File: config.mk
export PLATFORM = sky130hd
export DESIGN_NAME = trap_unit
export DESIGN_NICKNAME = d
export VERILOG_FILES = /design/src/rtl/trap_unit.sv
export SDC_FILE = /design/constraint.sdc
export NUM_CORES = 1
export LEC_CHECK = 0
export CORE_MARGIN = 3
export CORE_UTILIZATION = 50
export DETAILED_ROUTE_END_ITERATION = 8
export DONT_BUFFER_PORTS = 1
export GPL_ROUTABILITY_DRIVEN = 0
export SETUP_SLACK_MARGIN = 0.5
export SYNTH_ARGS = -nofsm -noshare
export SYNTH_HDL_FRONTEND = slang
export SYNTH_SLANG_ARGS = --single-unit
File: constraint.sdc
create_clock -name clk_i -period 4.05 [get_ports clk_i]
set_input_delay 0.81 -clock clk_i [delete_from_list [all_inputs] [get_ports clk_i]]
set_output_delay 0.81 -clock clk_i [all_outputs]
set_load 0.03 [all_outputs]
File: src/rtl/trap_unit.sv
// Machine-mode trap/CSR responder: owns the M-mode CSR file, takes exceptions,
// interrupts and MRET from write-back, and redirects fetch with a flush handshake.
module trap_unit #(
    parameter logic [31:0] MTVEC_RESET = 32'h0000_0000,
    parameter int unsigned SYNC_STAGES = 2
) (
    input  logic        clk_i,
    input  logic        rst_i,
    input  logic        csr_req_i,
    input  logic [2:0]  csr_funct3_i,
    input  logic [11:0] csr_addr_i,
    input  logic [31:0] csr_wdata_i,
    output logic [31:0] csr_rdata_o,
    input  logic        exc_valid_i,
    input  logic [3:0]  exc_cause_i,
    input  logic [31:0] exc_pc_i,
    input  logic [31:0] exc_tval_i,
    input  logic        retire_i,
    input  logic [31:0] next_pc_i,
    input  logic        mret_i,
    input  logic        xint_meip_i,
    input  logic        xint_mtip_i,
    input  logic        xint_msip_i,
    output logic        flush_o,
    output logic [31:0] redirect_pc_o,
    input  logic        redirect_ack_i
);

    localparam logic [11:0] A_MSTATUS  = 12'h300;
    localparam logic [11:0] A_MIE      = 12'h304;
    localparam logic [11:0] A_MTVEC    = 12'h305;
    localparam logic [11:0] A_MSCRATCH = 12'h340;
    localparam logic [11:0] A_MEPC     = 12'h341;
    localparam logic [11:0] A_MCAUSE   = 12'h342;
    localparam logic [11:0] A_MTVAL    = 12'h343;
    localparam logic [11:0] A_MIP      = 12'h344;
    localparam logic [11:0] A_MCYCLE   = 12'hB00;
    localparam logic [11:0] A_MCYCLEH  = 12'hB80;
    localparam logic [11:0] A_MHARTID  = 12'hF14;

    localparam logic [1:0] OP_NONE = 2'd0;
    localparam logic [1:0] OP_RW   = 2'd1;
    localparam logic [1:0] OP_RS   = 2'd2;
    localparam logic [1:0] OP_RC   = 2'd3;

    typedef enum logic {ST_IDLE, ST_REDIRECT} state_t;

    state_t r_state;
    state_t w_state_next;

    logic [SYNC_STAGES-1:0][2:0] r_sync;
    logic [2:0]  w_sync;

    logic        r_mstatus_mie;
    logic        r_mstatus_mpie;
    logic [31:0] r_mie;
    logic [31:0] r_mtvec;
    logic [31:0] r_mscratch;
    logic [31:0] r_mepc;
    logic [31:0] r_mcause;
    logic [31:0] r_mtval;
    logic [63:0] r_mcycle;
    logic [31:0] r_redirect_pc;

    logic [31:0] w_mstatus;
    logic [31:0] w_mip;
    logic [31:0] w_csr_old;
    logic [31:0] w_csr_new;
    logic [1:0]  w_op;
    logic        w_mapped;
    logic        w_read_only;
    logic        w_csr_wr;
    logic        w_csr_illegal;
    logic        w_idle;
    logic        w_exc;
    logic [31:0] w_int_active;
    logic        w_int_take;
    logic        w_trap_take;
    logic        w_mret_take;
    logic        w_csr_commit;
    logic [3:0]  w_int_code;
    logic [31:0] w_tvec_base;
    logic [31:0] w_trap_cause;
    logic [31:0] w_trap_tval;
    logic [31:0] w_trap_epc;
    logic [31:0] w_trap_target;
    logic [63:0] w_mcycle_inc;

    // Interrupt synchronizer, one 3-bit word per stage: {meip, mtip, msip}
    always_ff @(posedge clk_i) begin
        if (!rst_i) begin
            r_sync <= '0;
        end else begin
            r_sync[0] <= {xint_meip_i, xint_mtip_i, xint_msip_i};
            for (int i = 1; i < int'(SYNC_STAGES); i++) begin
                r_sync[i] <= r_sync[i-1];
            end
        end
    end

    assign w_sync    = r_sync[SYNC_STAGES-1];
    assign w_mip     = {20'b0, w_sync[2], 3'b0, w_sync[1], 3'b0, w_sync[0], 3'b0};
    assign w_mstatus = {19'b0, 2'b11, 3'b0, r_mstatus_mpie, 3'b0, r_mstatus_mie, 3'b0};

    always_comb begin
        w_csr_old = '0;
        w_mapped  = 1'b1;
        case (csr_addr_i)
            A_MSTATUS:  w_csr_old = w_mstatus;
            A_MIE:      w_csr_old = r_mie;
            A_MTVEC:    w_csr_old = r_mtvec;
            A_MSCRATCH: w_csr_old = r_mscratch;
            A_MEPC:     w_csr_old = r_mepc;
            A_MCAUSE:   w_csr_old = r_mcause;
            A_MTVAL:    w_csr_old = r_mtval;
            A_MIP:      w_csr_old = w_mip;
            A_MCYCLE:   w_csr_old = r_mcycle[31:0];
            A_MCYCLEH:  w_csr_old = r_mcycle[63:32];
            A_MHARTID:  w_csr_old = '0;
            default:    w_mapped  = 1'b0;
        endcase
    end

    assign csr_rdata_o = w_csr_old;

    // Immediate forms differ only in where the operand came from
    always_comb begin
        w_op = OP_NONE;
        if (csr_req_i) begin
            case (csr_funct3_i)
                3'b001, 3'b101: w_op = OP_RW;
                3'b010, 3'b110: w_op = OP_RS;
                3'b011, 3'b111: w_op = OP_RC;
                default:        w_op = OP_NONE;
            endcase
        end
    end

    always_comb begin
        w_csr_new = w_csr_old;
        case (w_op)
            OP_RW:   w_csr_new = csr_wdata_i;
            OP_RS:   w_csr_new = w_csr_old | csr_wdata_i;
            OP_RC:   w_csr_new = w_csr_old & ~csr_wdata_i;
            default: w_csr_new = w_csr_old;
        endcase
    end

    assign w_read_only   = (csr_addr_i == A_MHARTID) || (csr_addr_i == A_MIP);
    assign w_csr_wr      = (w_op == OP_RW) || ((w_op != OP_NONE) && (csr_wdata_i != 32'd0));
    assign w_csr_illegal = (w_op != OP_NONE) && (!w_mapped || (w_read_only && w_csr_wr));

    assign w_idle       = (r_state == ST_IDLE);
    assign w_exc        = w_idle && (exc_valid_i || w_csr_illegal);
    assign w_int_active = r_mie & w_mip;
    assign w_int_take   = w_idle && !w_exc && retire_i && r_mstatus_mie && (w_int_active != 32'd0);
    assign w_trap_take  = w_exc || w_int_take;
    assign w_mret_take  = w_idle && !w_trap_take && mret_i;
    assign w_csr_commit = w_idle && !w_trap_take && w_csr_wr && !w_csr_illegal;

    always_comb begin
        if (w_int_active[11])     w_int_code = 4'd11;
        else if (w_int_active[3]) w_int_code = 4'd3;
        else                      w_int_code = 4'd7;
    end

    // A reported exception outranks a simultaneous illegal CSR access
    always_comb begin
        w_tvec_base = {r_mtvec[31:2], 2'b00};
        if (w_exc) begin
            w_trap_cause  = {28'b0, (exc_valid_i ? exc_cause_i : 4'd2)};
            w_trap_tval   = exc_valid_i ? exc_tval_i : 32'd0;
            w_trap_epc    = exc_pc_i;
            w_trap_target = w_tvec_base;
        end else begin
            w_trap_cause  = {1'b1, 27'b0, w_int_code};
            w_trap_tval   = 32'd0;
            w_trap_epc    = next_pc_i;
            w_trap_target = (r_mtvec[1:0] == 2'b01) ?
                            w_tvec_base + {26'b0, w_int_code, 2'b00} : w_tvec_base;
        end
    end

    always_ff @(posedge clk_i) begin
        if (!rst_i) begin
            r_mstatus_mie  <= 1'b0;
            r_mstatus_mpie <= 1'b0;
            r_mie          <= '0;
            r_mtvec        <= MTVEC_RESET;
            r_mscratch     <= '0;
            r_mepc         <= '0;
            r_mcause       <= '0;
            r_mtval        <= '0;
        end else begin
            if (w_csr_commit) begin
                case (csr_addr_i)
                    A_MSTATUS: begin
                        r_mstatus_mie  <= w_csr_new[3];
                        r_mstatus_mpie <= w_csr_new[7];
                    end
                    A_MIE:      r_mie      <= w_csr_new & 32'h0000_0888;
                    A_MTVEC:    r_mtvec    <= w_csr_new;
                    A_MSCRATCH: r_mscratch <= w_csr_new;
                    A_MEPC:     r_mepc     <= {w_csr_new[31:2], 2'b00};
                    A_MCAUSE:   r_mcause   <= w_csr_new;
                    A_MTVAL:    r_mtval    <= w_csr_new;
                    default: ;
                endcase
            end
            // Trap/MRET updates to mstatus come last so they win over a CSR write
            if (w_trap_take) begin
                r_mepc         <= {w_trap_epc[31:2], 2'b00};
                r_mcause       <= w_trap_cause;
                r_mtval        <= w_trap_tval;
                r_mstatus_mpie <= r_mstatus_mie;
                r_mstatus_mie  <= 1'b0;
            end else if (w_mret_take) begin
                r_mstatus_mie  <= r_mstatus_mpie;
                r_mstatus_mpie <= 1'b1;
            end
        end
    end

    assign w_mcycle_inc = r_mcycle + 64'd1;

    always_ff @(posedge clk_i) begin
        if (!rst_i) begin
            r_mcycle <= '0;
        end else begin
            r_mcycle[31:0]  <= (w_csr_commit && csr_addr_i == A_MCYCLE)  ? w_csr_new : w_mcycle_inc[31:0];
            r_mcycle[63:32] <= (w_csr_commit && csr_addr_i == A_MCYCLEH) ? w_csr_new : w_mcycle_inc[63:32];
        end
    end

    always_ff @(posedge clk_i) begin
        if (!rst_i) begin
            r_state       <= ST_IDLE;
            r_redirect_pc <= '0;
        end else begin
            r_state <= w_state_next;
            if (w_trap_take) begin
                r_redirect_pc <= w_trap_target;
            end else if (w_mret_take) begin
                r_redirect_pc <= r_mepc;
            end
        end
    end

    always_comb begin
        w_state_next = r_state;
        case (r_state)
            ST_IDLE:     if (w_trap_take || w_mret_take) w_state_next = ST_REDIRECT;
            ST_REDIRECT: if (redirect_ack_i) w_state_next = ST_IDLE;
            default:     w_state_next = ST_IDLE;
        endcase
    end

    assign flush_o       = (r_state == ST_REDIRECT);
    assign redirect_pc_o = r_redirect_pc;

endmodule

* Word level (Yosys, flattened, before mapping)
Cells that the tools add are included.
** Storage, ports and cells
- Output and inout port bits :: 65
- Word-level logic and storage cells :: 128
- Latch bits :: 0
- Bits in read-only memories :: 0
- Flip-flop bits (word level) :: 266
- Bits in writable memories :: 0
- Memories kept :: 0
** Operators by class
- Order comparisons :: 0
- Add/subtract/negate cells :: 2
- Muxes and demuxes :: 37
- Shift-type cells :: 0
- Bitwise logic cells :: 6
- Equality and inequality tests :: 21
- Divide/modulo/power cells :: 0
- Reductions and logical operators :: 49
- Multiply operators :: 0
** Operators by type and width (number)
- 32-bit two-way mux :: 19
- 32-bit one-hot mux with 10 select lines :: 1
- 12-bit by 10-bit == test with 1-bit output, second input constant :: 8
- 32-bit one-hot mux with 3 select lines :: 1
- 64-bit by 1-bit adder with 64-bit output, second input constant :: 1
- 32-bit nonzero test :: 2
- 12-bit == test, second input constant :: 3
- 32-bit by 6-bit adder with 32-bit output :: 1
- 32-bit AND :: 1
- 32-bit NOT :: 1
- 32-bit bitwise OR :: 1
- 2-bit AND reduction :: 8
- 2-bit nonzero test :: 8
- 1-bit logical AND :: 14
- 12-bit AND :: 1
- 11-bit OR reduction :: 1
- 1-bit two-way mux :: 10
- 3-bit == test, second input constant :: 3
- 4-bit two-way mux :: 2
- 2-bit OR reduction :: 4
- 3-bit by 2-bit == test with 1-bit output, second input constant :: 2
- 1-bit logical OR :: 6
- 2-bit one-hot mux with 3 select lines :: 1
- 3-bit nonzero test :: 2
- other kinds (8) :: 14

* Longest topological paths before layout
- Word-level depth :: 25
- Depth in mapped cells :: 11
- Mapped depth without buffers :: 10

* Worst setup path after synthesis
Ideal clock, no wire load.
- Kind :: input to output
- From :: input port csr_addr_i[5]
- To :: output port csr_rdata_o[15]
- Arrival time :: 2793 ps
- Path slack :: 447 ps
- Stages on the path :: 7
- Path through :: or4_4 > buf_6 > nor4_2 > buf_4 > a22oi_1 > o211ai_1 > o21bai_1
** On the way
- Word-level cells in the longest chain between the ends :: 2
- Elaborated cells between the ends (all ways) :: 11
- Those cells by class :: 10 x eq/ne; 1 x mux
** RTL lines
- start: declaration :: RTL line 11 : input logic [11:0] csr_addr_i,
- 12-bit == test / 12-bit by 10-bit == test with 1-bit output (equally long branches) :: RTL line 108 : case (csr_addr_i)
- 32-bit one-hot mux with 10 select lines (*) :: RTL line 108
- end: declaration :: RTL line 13 : output logic [31:0] csr_rdata_o,
Mark *: on every way between the ends. The rest lies on a longest branch, timed or not.

* Final worst setup path
- From :: input port csr_addr_i[5]
- To :: output port csr_rdata_o[2]
The elaborated chain is that of the path after synthesis.

==> implementation parameters <==
Parameter                              Value

Hold path
  Tightest Hold Check Type ... input pin to register

Routing
  Vias ... around 16k
  DRT Wirelength ... ~62000 µm
  Drt pass-1 iters ... 8
  Iter 0 DRT Violations ... between 1.5k and 2k
  Count of antenna-violating nets left after detailed routing ... 0
  Post-detailed-route via-to-cell ratio ... roughly 6.8
  Drt drc ... 0
  WL/cell ... approximately 27 µm

Worst setup path
  Element type at the critical path start ... input pin
  Crit Path Class ... input pin to output pin
  Reg-to-reg slack, setup ... between 0.7 and 0.8 ns
  Worst endpoint required time ... 3.24 ns
  CP peak stage delay ... 0.74 ns
  Most frequent cell on the critical path ... buf_4
  Critical path, cell by cell ... or4_2 > buf_4 > nor4_4 > buf_4 > a222oi_1 > nand2_1 > buf_12
  Worst Path Max Fanout ... 7
  Highest-delay cell along the critical path ... or4_2
  Critical path data arrival time ... roughly 2.8 ns
  Nature of the critical path endpoint ... output pin

Layout
  Synth-to-layout area growth ... 12.46%
  Fraction of final layout cells with drive strength greater than 1 ... approximately 11%
  Layout fillers ... about 2.8k
  Multi-input logic area ... about 0.0095 mm²
  Most frequent cells in the layout ... dfxtp_1, nand2_1, nor2_1, a211oi_1, buf_4
  Register area ... between 0.005 and 0.006 mm²
  Most common cell after layout, fill and taps aside ... dfxtp_1
  Net count of the finished layout ... 2036

Global routing
  Congestion Overflow GR ... 0
  Largest net degree at the start of global routing ... around 70
  Vias in the first global route ... between 10k and 15k
  First-pass GRT wire length ... about 91000 µm
  GRT Util Overall ... 35.56%
  Initial antenna violation count ... 1

Power
  Cell Pwr Density ... 356.8 mW/mm²
  Peak VDD IR ... 0.3295 mV
  Total power draw ... ~6000 µW
  Leakage power ... around 0.0063 µW

Clock network
  Longest Clk Path Bufs ... 3
  Clock buffers created by TritonCTS ... 30
  Clock latency on the worst-skew pair ... ~0.58 ns
  H-tree level count ... 1
  Clock transition at the register clock pins on the worst setup and hold paths after CTS ... approximately 0.060 ns
  Root Driver ... clkbuf_16
  Num Clock Sinks ... 264
  Hold Buf Count CTS ... 0
  Clock tree from TritonCTS ... built

Timing
  Final critical path time including I/O delays and setup ... 3.608 ns
  RSZ-0062 raised after global routing ... yes
  Measured slew at the worst slew-check pin ... between 1.5 and 2 ns
  Max-slew violation count ... 5
  Hold Fails Final Rpt ... 0
  Final number of setup-violating endpoints ... 0
  Clock Skews ... roughly 0.015 ns
  Share of the clock period used by the worst path after layout ... around nine tenths
  Maximum achievable frequency ... about 280 MHz
  Accumulated negative setup slack ... 0 ns
  Slew Limit Headroom ... -6.415%

Floorplan
  Area of the core ... 0.03003 mm²
  I/O pin count ... ~220
  Die Outline Area ... around 0.033 mm²
  Floorplan row count ... 63
  Initial Util ... 51.31%
  Height of the die ... 181.5 µm
  Horiz. Die Dim ... 181.5 µm

Synth
  Seq/Total Area, Yosys ... approximately a third
  Mux cell area share after synthesis ... 5.457%
  Synthesized area per cell ... 8.114 µm²
  Synth Warn # ... 0
  Compound-cell area share of the yosys netlist ... between 20% and 30%
  Post-synthesis xor/xnor area fraction ... approximately 6.1%
  Cells after Synth ... about 1.9k
  Ys async rst share ... 0%
  Cell area after synthesis ... about 0.015 mm²
  Flip-flop cell with the highest count after synthesis ... dfxtp_1
  Dominant combinational cell family by area after synthesis ... compound AO/OA/AOI/OAI gates
  Number of distinct standard cells referenced by the synthesized netlist ... 94
  #FFs+latches synth ... ~260
  Simple-gate share of the synthesized area ... a little over a fifth
  Post-synth EDFFs ... 0
  Arithmetic-cell share of the synthesized area counting full adders, half adders and majority gates ... 0.3248%

Run status
  Run status ... finished, violations left
  Violations in the final reports ... max-slew violations

Placed design
  # port buffers ... 0
  Post-DP HPWL ... between 40000 and 50000 µm

Job
  Number of max-cap violations ... 0
==> flip-flops by register name, indices dropped and copies added (netlist names) <==
register	cells
r_mstatus_mpie	1
flush_o	1
r_mtval	32
redirect_pc_o	30
r_mie	3
w_sync	3
r_mstatus_mie	1
r_mepc	30
r_mtvec	32
r_mscratch	32
r_sync	3
r_mcycle	64
r_mcause	32
==> through the flow <==
step	cells	hold slack, ns	instance area [µm²]	utilization (%)	setup slack, ns
6_report	2290	0.3431	17330	57.70	0.4421
5_1_grt	2289	0.3380	17330	57.69	0.4548
4_1_cts	2274	0.3308	17180	57.19	0.5040
3_5_place_dp	2217	0.4273	16130	53.70	0.2574
3_3_place_gp	2217	0.4231	16130	53.70	0.2809
2_1_floorplan	1900	0.4119	15420	-	0.4740
==> layer usage <==
layer | routed length, µm | GRT usage, %
met3 | 6537 | 8.554
met4 | 3936 | 17.61
met2 | 27810 | 56.35
met5 | 13 | 0
met1 | 23940 | 45.35
==> synth_stat cells (14+ instances only) <==
| cell type | instances | area, µm² |
|---|---|---|
| nand3_1 | 36 | 180.2 |
| a21o_1 | 40 | 300.3 |
| o22ai_1 | 42 | 262.8 |
| and3_1 | 26 | 162.7 |
| o211a_1 | 36 | 360.4 |
| mux2_2 | 16 | 180.2 |
| a31oi_1 | 14 | 87.58 |
| nor4_1 | 36 | 225.2 |
| a211oi_1 | 132 | 991.0 |
| inv_1 | 27 | 101.4 |
| dfxtp_1 | 264 | 5285 |
| o21ai_1 | 38 | 190.2 |
| mux2i_1 | 66 | 660.6 |
| nor2_1 | 184 | 690.7 |
| buf_2 | 42 | 210.2 |
| and2_1 | 16 | 100.1 |
| o21ai_0 | 72 | 360.4 |
| clkbuf_1 | 101 | 379.1 |
| nor3_1 | 30 | 150.1 |
| a22oi_1 | 42 | 315.3 |
| xor2_1 | 46 | 402.9 |
| nand4_1 | 29 | 181.4 |
| nand2_1 | 211 | 792.0 |
| xnor2_1 | 61 | 534.3 |
| a21oi_1 | 65 | 325.3 |
==> cell families after synthesis <==
logic type / Yosys count
AOI/OAI and AO/OA: 595
and+or+nand+nor: 663
xor gates and xnor gates: 107
buffers and inverters: 183
muxes: 82
adders and majority gates: 4
other: 1
DFF: 264
==> cell type report <==
| cell class | instances | area share (%) |
|---|---|---|
| sequential | 264 | 30.50 |
| multi-input combinational | 1455 | 54.59 |
| antenna | 1 | 0.01444 |
| tap | 390 | 2.816 |
| timing repair buffer | 97 | 5.553 |
| clock buffer | 42 | 4.881 |
| inverter | 27 | 0.5993 |
| clock inverter | 14 | 1.047 |
==> path summary, 6_finish.rpt <==
check                           depth (start not counted)          start              to
worst max-delay path                                    7  csr_addr_i[5]  csr_rdata_o[2]
worst min-delay path                                    2   exc_pc_i[18]      r_mepc[18]
worst max register to register                          7      r_mie[11]  r_mstatus_mpie
worst min register to register                          1      r_sync[1]       w_sync[1]
==> worst max-delay path, delay by kind of cell <==
family	cells	cell delay [ns]
compound gates	1	0.13
buf+inv	3	0.54
simple gates	3	1.31
==> report_power, final <==
part | switching [µW] | internal (µW)
sequential | 72.5 | 2670
combinational | 363 | 208
clock | 1160 | 1710
==> repair_timing <==
action	in CTS	in global routing
pin swaps	1	5
setup endpoints to repair	20	14
gates resized for setup	4	11
setup buffers	0	12
gates cloned	1	3
Note: power is estimated with default switching activity, not from simulation.
